--- config.mk ---
export PLATFORM = sky130hd
export DESIGN_NAME = serial_out_register
export DESIGN_NICKNAME = d
export VERILOG_FILES = /design/src/rtl/serial_link_pkg.sv /design/src/rtl/serial_shift_core.sv /design/src/rtl/serial_out_register.sv
export SDC_FILE = /design/constraint.sdc
export NUM_CORES = 1
export LEC_CHECK = 0
export ABC_AREA = 1
export BUFFER_PORTS_ARGS = -buffer_cell sky130_fd_sc_hd__buf_2
export CAP_MARGIN = 20
export CORE_AREA = 2 2 39 41
export CTS_CLUSTER_DIAMETER = 50
export DETAILED_ROUTE_END_ITERATION = 8
export DIE_AREA = 0 0 41 43
export MAX_ROUTING_LAYER = met4
export PLACE_DENSITY_LB_ADDON = 0.1
export RECOVER_POWER = 25
export SYNTH_ARGS = -nofsm -noshare
export SYNTH_HDL_FRONTEND = slang
export SYNTH_HIERARCHICAL = 1
export SYNTH_SLANG_ARGS = --single-unit
--- constraint.sdc ---
create_clock -name clk -period 1.5 [get_ports clk]
set_input_delay 0.375 -clock clk [delete_from_list [all_inputs] [get_ports clk]]
set_output_delay 0.375 -clock clk [all_outputs]
set_load 0.05 [all_outputs]
--- src/rtl/serial_link_pkg.sv ---
// Shared definitions for the serial link: FSM state encoding and frame length.
// Used by the serial-out transmitter and the matching serial-in receiver.
package serial_link_pkg;

    // Link FSM states; encoding is shared with the receiver.
    typedef enum logic {
        StIdle  = 1'b0,
        StShift = 1'b1
    } link_state_e;

    // Number of bits on the wire per word: data bits plus an optional parity bit.
    function automatic int unsigned frame_len(input int unsigned width, input bit parity_en);
        return parity_en ? width + 1 : width;
    endfunction

endpackage

--- src/rtl/serial_shift_core.sv ---
// Loadable right-shift register with a bit counter.
// load_en has priority over shift_en. The counter wraps after the last bit,
// which also leaves the register empty, so an idle core holds zeros.
module serial_shift_core #(
    parameter int unsigned Width = 3
) (
    input  logic             clk,
    input  logic             rst_n,
    input  logic             load_en,
    input  logic             shift_en,
    input  logic [Width-1:0] load_data,
    output logic             bit0,
    output logic             last
);

    localparam int unsigned   CntW    = (Width > 1) ? $clog2(Width) : 1;
    localparam logic [CntW-1:0] LastCnt = CntW'(Width - 1);

    logic [Width-1:0] shreg_q;
    logic [CntW-1:0]  cnt_q;

    // Capture a new word or shift out one bit per cycle, zero filling from the top.
    always_ff @(posedge clk or negedge rst_n) begin
        if (!rst_n) begin
            shreg_q <= '0;
            cnt_q   <= '0;
        end else if (load_en) begin
            shreg_q <= load_data;
            cnt_q   <= '0;
        end else if (shift_en) begin
            shreg_q <= {1'b0, shreg_q[Width-1:1]};
            cnt_q   <= last ? '0 : cnt_q + 1'b1;
        end
    end

    // Current bit and last-bit flag, straight from the registers.
    always_comb begin
        bit0 = shreg_q[0];
        last = (cnt_q == LastCnt);
    end

endmodule

--- src/rtl/serial_out_register.sv ---
// Parallel-in, serial-out transmitter with a valid/ready load handshake.
// Words go out LSB first, one bit per clock, framed by sout_valid, with done
// marking the last bit of each frame.
// Optional feature: define SERIAL_OUT_PARITY_EN to append an even-parity bit
// (^D of the captured word) after the data bits.
module serial_out_register
    import serial_link_pkg::*;
#(
    parameter int unsigned WIDTH = 3
) (
    input  logic             clk,
    input  logic             rst_n,
    input  logic             load,
    input  logic [WIDTH-1:0] D,
    output logic             ready,
    output logic             sout,
    output logic             sout_valid,
    output logic             done
);

`ifdef SERIAL_OUT_PARITY_EN
    localparam int unsigned Frame = frame_len(WIDTH, 1'b1);
`else
    localparam int unsigned Frame = frame_len(WIDTH, 1'b0);
`endif

    link_state_e      state_q, state_d;
    logic [Frame-1:0] load_data;
    logic             accept;
    logic             shifting;
    logic             bit0;
    logic             last;

    // Parity is computed once at accept time and rides in the top bit of the
    // shift register, so it simply falls out after the data bits.
`ifdef SERIAL_OUT_PARITY_EN
    assign load_data = {^D, D};
`else
    assign load_data = D;
`endif

    // Handshake: ready depends only on registered state, never on load.
    always_comb begin
        shifting = (state_q == StShift);
        ready    = (state_q == StIdle) || (shifting && last);
        accept   = load && ready;
    end

    // State register.
    always_ff @(posedge clk or negedge rst_n) begin
        if (!rst_n) begin
            state_q <= StIdle;
        end else begin
            state_q <= state_d;
        end
    end

    // Next state: a load on the last bit chains straight into the next frame.
    always_comb begin
        state_d = state_q;
        case (state_q)
            StIdle: begin
                if (load) begin
                    state_d = StShift;
                end
            end
            StShift: begin
                if (last && !load) begin
                    state_d = StIdle;
                end
            end
            default: state_d = StIdle;
        endcase
    end

    serial_shift_core #(
        .Width(Frame)
    ) u_core (
        .clk      (clk),
        .rst_n    (rst_n),
        .load_en  (accept),
        .shift_en (shifting),
        .load_data(load_data),
        .bit0     (bit0),
        .last     (last)
    );

    // Serial outputs are gated by state so idle and reset drive all zeros.
    always_comb begin
        sout_valid = shifting;
        sout       = shifting & bit0;
        done       = shifting & last;
    end

endmodule

==> key figures, run 1 <==
Clock tree
  – Worst skew pair latency: 0.25 ns
  – CTS sink cnt: 6
  – Clock root cell: clkbuf_4
  – H-tree levels: 1
  – CTS tree: done
  – Clock Path Buffers: 2
  – Total CTS buffers: 3
  – Clk slew on worst S/H paths: 0.05 ns

Logic synthesis
  – Syn avg cell area: 7.04 um^2
  – Post-synth top area cell: dfrtp_1
  – Syn Nets: 49
  – Synth cell types: 9
  – Yosys reg bits: 6
  – Syn. warnings: 6
  – Post-synth top area share: 0.496
  – Synth area leaders: dfrtp_1 (50%), nand2_1 (22%), inv_1 (11%)
  – Post-Syn Instances: 43
  – Area of the mapped netlist: 303 um^2
  – Seq/Total Area, Yosys: 0.496

Power
  – Worst IR Drop VDD: 0.863 mV
  – Pwr/cell area: 2110 nW/um^2
  – Leak: 0.253 nW

Job
  – Maxcap violations: 0

Timing
  – Final min period: 1.42 ns
  – Setup tns final: 0 ns
  – Final count of negative-setup-slack endpoints: 0
  – Final hold vios: 0
  – Unrepaired setup endpoints after global routing: yes
  – Worst slew pin tran: 0.342 ns
  – Max Fclk: 0.705 GHz
  – Clock Skew: 0.00209 ns
  – Final max-slew violation count: 0
  – Max-Slew Margin vs Limit: 0.772
  – Crit share post-route: 0.945
  – Minimum hold slack: 0.326 ns

Route
  – Post-route ant nets: 0
  – Iteration count of the initial detailed-routing pass: 4
  – Drt wl/cell: 8.85 um
  – Total routed wirelength: 664 um
  – DRC errors left: 0
  – Starting DRT DRC Count: 9
  – Vias per cell: 3.83
  – Via count: 287

Setup path
  – Crit Path Category: reg -> out
  – Top fanout value on the critical path: 3
  – Req. time, crit path: 1.12 ns
  – Critical path launch point type: flop
  – Worst EP arrival: 1.04 ns
  – Reg2reg start: u_core/cnt_q[1]
  – Critical path endpoint category: primary output
  – Critical path startpoint: u_core/cnt_q[0]

Place
  – Gpl congestion: 0.671
  – HPWL reported at the end of detailed placement: 477 um
  – Port Buffers: 9
  – Cell Area, Placed: 377 um^2

Run status
  – Status: finished, final reports clean

Floorplanning
  – Core ar.: 1380 um^2
  – Starting Density: 0.219
  – Die H: 43 um
  – Die width: 41 um
  – Row cnt: 14
  – Die Footprint: 1760 um^2
  – IO Pins: 10

Global route
  – Met1 Usage GRT: 0.141
  – Most used routing layer: met1
  – Gr ovfl total: 0
  – Initial antenna violation count: 0
  – Met3 Resource Use GR: 0.0628
  – GRT Total Usage: 0.0993
  – Met2 usage: 0.119
  – Global-route wire length before repair: 1130 um
  – Largest net degree at the start of global routing: 10
  – Vias in the first global route: 268

Final layout
  – Share of post-route cells with drive strength above 1: 0.356
  – Area delta synth->final: 48.3%
  – Post-layout nets: 66
  – Filler instances: 153
  – Ant diodes: 0
  – Post-route cell area: 449 um^2
  – FF+latch area: 151 um^2
  – Area occupied by multi-input gates: 126 um^2

Worst hold path
  – Hold WC Path Type: in -> reg
  – Worst Hold Launch: D[2]
## cell families (layout without fill, tap and decap cells)
group                  after synthesis  after routing  synth area share
buffers and inverters                9             25             0.112
AO/OA/AOI/OAI                        3              3            0.0496
AND/OR/NAND/NOR                     25             25             0.343
flip-flops                           6              6             0.496
## repair_timing
action	in CTS	in global routing
pin swaps	0	1
gates resized for setup	4	8
buffers inserted	0	1
hold endpoints to repair	6	0
hold buffers	1	0
setup endpoints to repair	2	3
## registers in the layout, indices dropped and copies added (netlist names)
register and count:
u_core/shreg_q 3, u_core/cnt_q 2, sout_valid 1
## metrics by stage
| stage | setup slack (ns) | std cells | total power, mW | util |
|---|---|---|---|---|
| final | 0.0818 | 75 | 0.949 | 0.325 |
| after global routing | 0.00423 | 75 | 1.03 | 0.325 |
| after CTS | 0.0188 | 74 | 0.887 | 0.307 |
| after detailed placement | 0.175 | 69 | 0.678 | 0.272 |
| after global placement | 0.173 | 69 | 0.683 | 0.272 |
| after floorplan | 0.152 | 43 | 0.576 | - |
## cells in the mapped netlist
library cell	count
a21oi_1	1
dfrtp_1	6
inv_1	9
nand2_1	18
nand2_2	2
nand3_1	2
nor2_1	2
nor2_2	1
o21ai_0	2
## layout by cell type, fill, tap and decap left out, types with 2 or more instances in the layout
master / n
buf_2: 5
buf_4: 2
buf_8: 2
clkbuf_1: 2
clkbuf_4: 4
dfrtp_1: 5
inv_1: 6
inv_2: 3
nand2_1: 18
nand2_2: 2
nand3_1: 2
o21ai_0: 2
## power by group
| part | internal, mW | total, mW | switching [mW] | leakage (nW) |
|---|---|---|---|---|
| sequential | 0.221 | 0.279 | 0.0580 | 0.0743 |
| combinational | 0.189 | 0.504 | 0.315 | 0.164 |
| clock | 0.101 | 0.166 | 0.0647 | 0.0150 |
| total | 0.512 | 0.949 | 0.437 | 0.253 |
## critical path: stages, from the launching register on
cell and delay [ns]:
dfrtp_1 0.41, nor2_4 0.11, inv_2 0.04, nand2_2 0.08
buf_8 0.15
## final cells by class
class                           instances  area share
Timing Repair Buffer                   12       0.203
Multi-Input combinational cell         28       0.281
Inverter                                9      0.0752
Clock buffer                            4      0.0585
Sequential cell                         6       0.337
Tap cell                               16      0.0446
## final timing paths
kind                                     endpoint  slack (ns)  cells after the start
worst max-delay path                        ready        0.08                      4
worst min-delay path            u_core/shreg_q[2]        0.33                      3
worst max register to register  u_core/shreg_q[0]        0.23                      9
worst min register to register  u_core/shreg_q[2]        0.47                      2
max in group asynchronous              sout_valid        0.69                      2
min in group asynchronous         u_core/cnt_q[1]        0.54                      2
## metal layers
layer	vias to the layer above	wire (um)	part of all wire
li1	156	-	-
met1	119	337	0.51
met2	12	274	0.41
met3	0	52	0.078
met4	0	0	0
met5	-	0	0
Power figures use the tool's default switching activity.
==> run 2: changes to the inputs <==
--- a/config.mk
+++ b/config.mk
@@ -15,6 +15,7 @@
 export MAX_ROUTING_LAYER = met4
 export PLACE_DENSITY_LB_ADDON = 0.1
 export RECOVER_POWER = 25
+export REMOVE_ABC_BUFFERS = 1
 export SYNTH_ARGS = -nofsm -noshare
 export SYNTH_HDL_FRONTEND = slang
 export SYNTH_HIERARCHICAL = 1
==> run 2 against run 1 <==
- core utilization is 1.1 points lower
- worst hold slack better by 0.016 ns
- register-to-register slack barely moved
- sequential power about the same
- first-iteration DRC count is 78% lower
- sequential cell count unchanged
- setup slack barely moved
- non-clock buffer count fell by 1
- die area unchanged
- count of clock-buffer cells in the layout decreased by 1
- global-route usage up 0.55 points
- sequential share of layout area is 1.2 points higher
- critical endpoint is now done
==> key figures, run 2 (synthesized netlist as in run 1, its figures left out) <==
Floorplanning
  – Die H: 43 um
  – Row cnt: 14
  – Starting Density: 0.219
  – IO Pins: 10
  – Die width: 41 um
  – Die Footprint: 1760 um^2
  – Core ar.: 1380 um^2

Job
  – Maxcap violations: 0

Final layout
  – Largest register FFs: 3
  – Filler instances: 149
  – Ant diodes: 0
  – Area delta synth->final: 43.4%
  – Post-layout nets: 65
  – FF+latch area: 151 um^2
  – Share of post-route cells with drive strength above 1: 0.351
  – Most common cell after layout, fill and taps aside: nand2_1
  – Fin cells: 73
  – Area occupied by multi-input gates: 126 um^2
  – Most frequent cells in the layout: nand2_1 (18), inv_1 (6), buf_2 (5), dfrtp_1 (5), clkbuf_4 (4)
  – Reg with most FFs: u_core/shreg_q

Worst hold path
  – Hold WC Path Type: in -> reg
  – Worst Hold Launch: load

Place
  – HPWL reported at the end of detailed placement: 478 um
  – Gpl congestion: 0.682
  – Dpl cells: 69
  – Port Buffers: 9

Timing
  – Max-Slew Margin vs Limit: 0.773
  – Final min period: 1.42 ns
  – Crit share post-route: 0.945
  – Clock Skew: 0.00172 ns
  – Setup tns final: 0 ns
  – Final max-slew violation count: 0
  – Worst slew pin tran: 0.340 ns
  – Final hold vios: 0
  – Max Fclk: 0.705 GHz
  – Final count of negative-setup-slack endpoints: 0
  – Unrepaired setup endpoints after global routing: no

Clock tree
  – Worst skew pair latency: 0.24 ns
  – Clock Path Buffers: 2
  – Post-CTS Setup Inserts: 0
  – Clk slew on worst S/H paths: 0.04 ns
  – Clock root cell: clkbuf_4
  – Total CTS buffers: 3
  – CTS sink cnt: 6
  – H-tree levels: 1
  – CTS tree: done

Power
  – Pwr/cell area: 2070 nW/um^2
  – Worst IR Drop VDD: 0.701 mV
  – Pwr Total: 900 uW
  – Leak: 0.246 nW

Setup path
  – Worst EP arrival: 1.04 ns
  – Reg2reg start: u_core/cnt_q[1]
  – Critical path launch point type: flop
  – Top fanout value on the critical path: 4
  – Critical path startpoint: u_core/cnt_q[0]
  – Req. time, crit path: 1.12 ns
  – Critical path endpoint category: primary output
  – Crit Path Category: reg -> out

Global route
  – GRT Total Usage: 0.105
  – Largest net degree at the start of global routing: 10
  – Gr ovfl total: 0
  – Vias in the first global route: 285
  – Initial antenna violation count: 0
  – Global-route wire length before repair: 1170 um

Route
  – DRC errors left: 0
  – Via count: 290
  – Iteration count of the initial detailed-routing pass: 2
  – Drt wl/cell: 9.00 um
  – Starting DRT DRC Count: 2
  – Total routed wirelength: 657 um
  – Post-route ant nets: 0
  – Vias per cell: 3.97

Run status
  – Status: finished, final reports clean
-- run 2: cell types whose count changed in the layout (fill, tap and decap cells not counted) --
cell      change
buf_8         -1
buf_4         -1
clkbuf_1      -1
buf_6         +1
-- run 2: power breakdown --
part / switching (mW) / internal, mW / leakage, nW
logic: 0.309 / 0.166 / 0.158
clock network: 0.0552 / 0.0903 / 0.0138
registers: 0.0587 / 0.222 / 0.0743
-- run 2: final cells by class --
class	instances	area share
Tap cell	16	0.0461
Sequential cell	6	0.349
Clock buffer	3	0.0519
Multi-Input combinational cell	28	0.291
Inverter	9	0.0778
Timing Repair Buffer	11	0.184
-- run 2: path summary, 6_finish.rpt --
| kind | slack (ns) | end | cells after the start |
|---|---|---|---|
| setup / recovery | 0.08 | done | 4 |
| hold / removal | 0.34 | sout_valid | 3 |
| setup reg to reg | 0.24 | u_core/shreg_q[0] | 9 |
| hold reg to reg | 0.48 | u_core/shreg_q[2] | 2 |
| max in group asynchronous | 0.68 | sout_valid | 2 |
| min in group asynchronous | 0.55 | u_core/shreg_q[0] | 2 |
-- run 2: per-layer routing --
| layer | vias up | wire length, um | GRT usage |
|---|---|---|---|
| met4 | 0 | 0 | 0.0800 |
| met2 | 6 | 300 | 0.128 |
| met5 | - | 0 | - |
| met1 | 129 | 328 | 0.139 |
| met3 | 0 | 28 | 0.0314 |
| li1 | 155 | - | - |
-- run 2: stage by stage --
stage | setup WS, ns | hold slack (ns) | instance area (um^2) | util
detailed placement | 0.181 | 0.210 | 375 | 0.271
floorplan | -0.0427 | 0.0794 | 303 | -
CTS | 0.00597 | 0.331 | 418 | 0.302
global placement | 0.182 | 0.216 | 375 | 0.271
finish | 0.0821 | 0.342 | 434 | 0.314
global route | 0.0118 | 0.347 | 434 | 0.314
-- run 2: critical path, cell delays in order, from the launching register on --
cell and delay (ns):
dfrtp_1 0.42, nor2_4 0.11, nand2_1 0.07, inv_2 0.06, buf_6 0.15
-- run 2: what timing repair did --
item	in CTS	in global routing
gates resized for setup	4	8
hold buffers	1	0
endpoints found under the setup margin	3	3
endpoints found under the hold margin	6	0
pin swaps	0	1
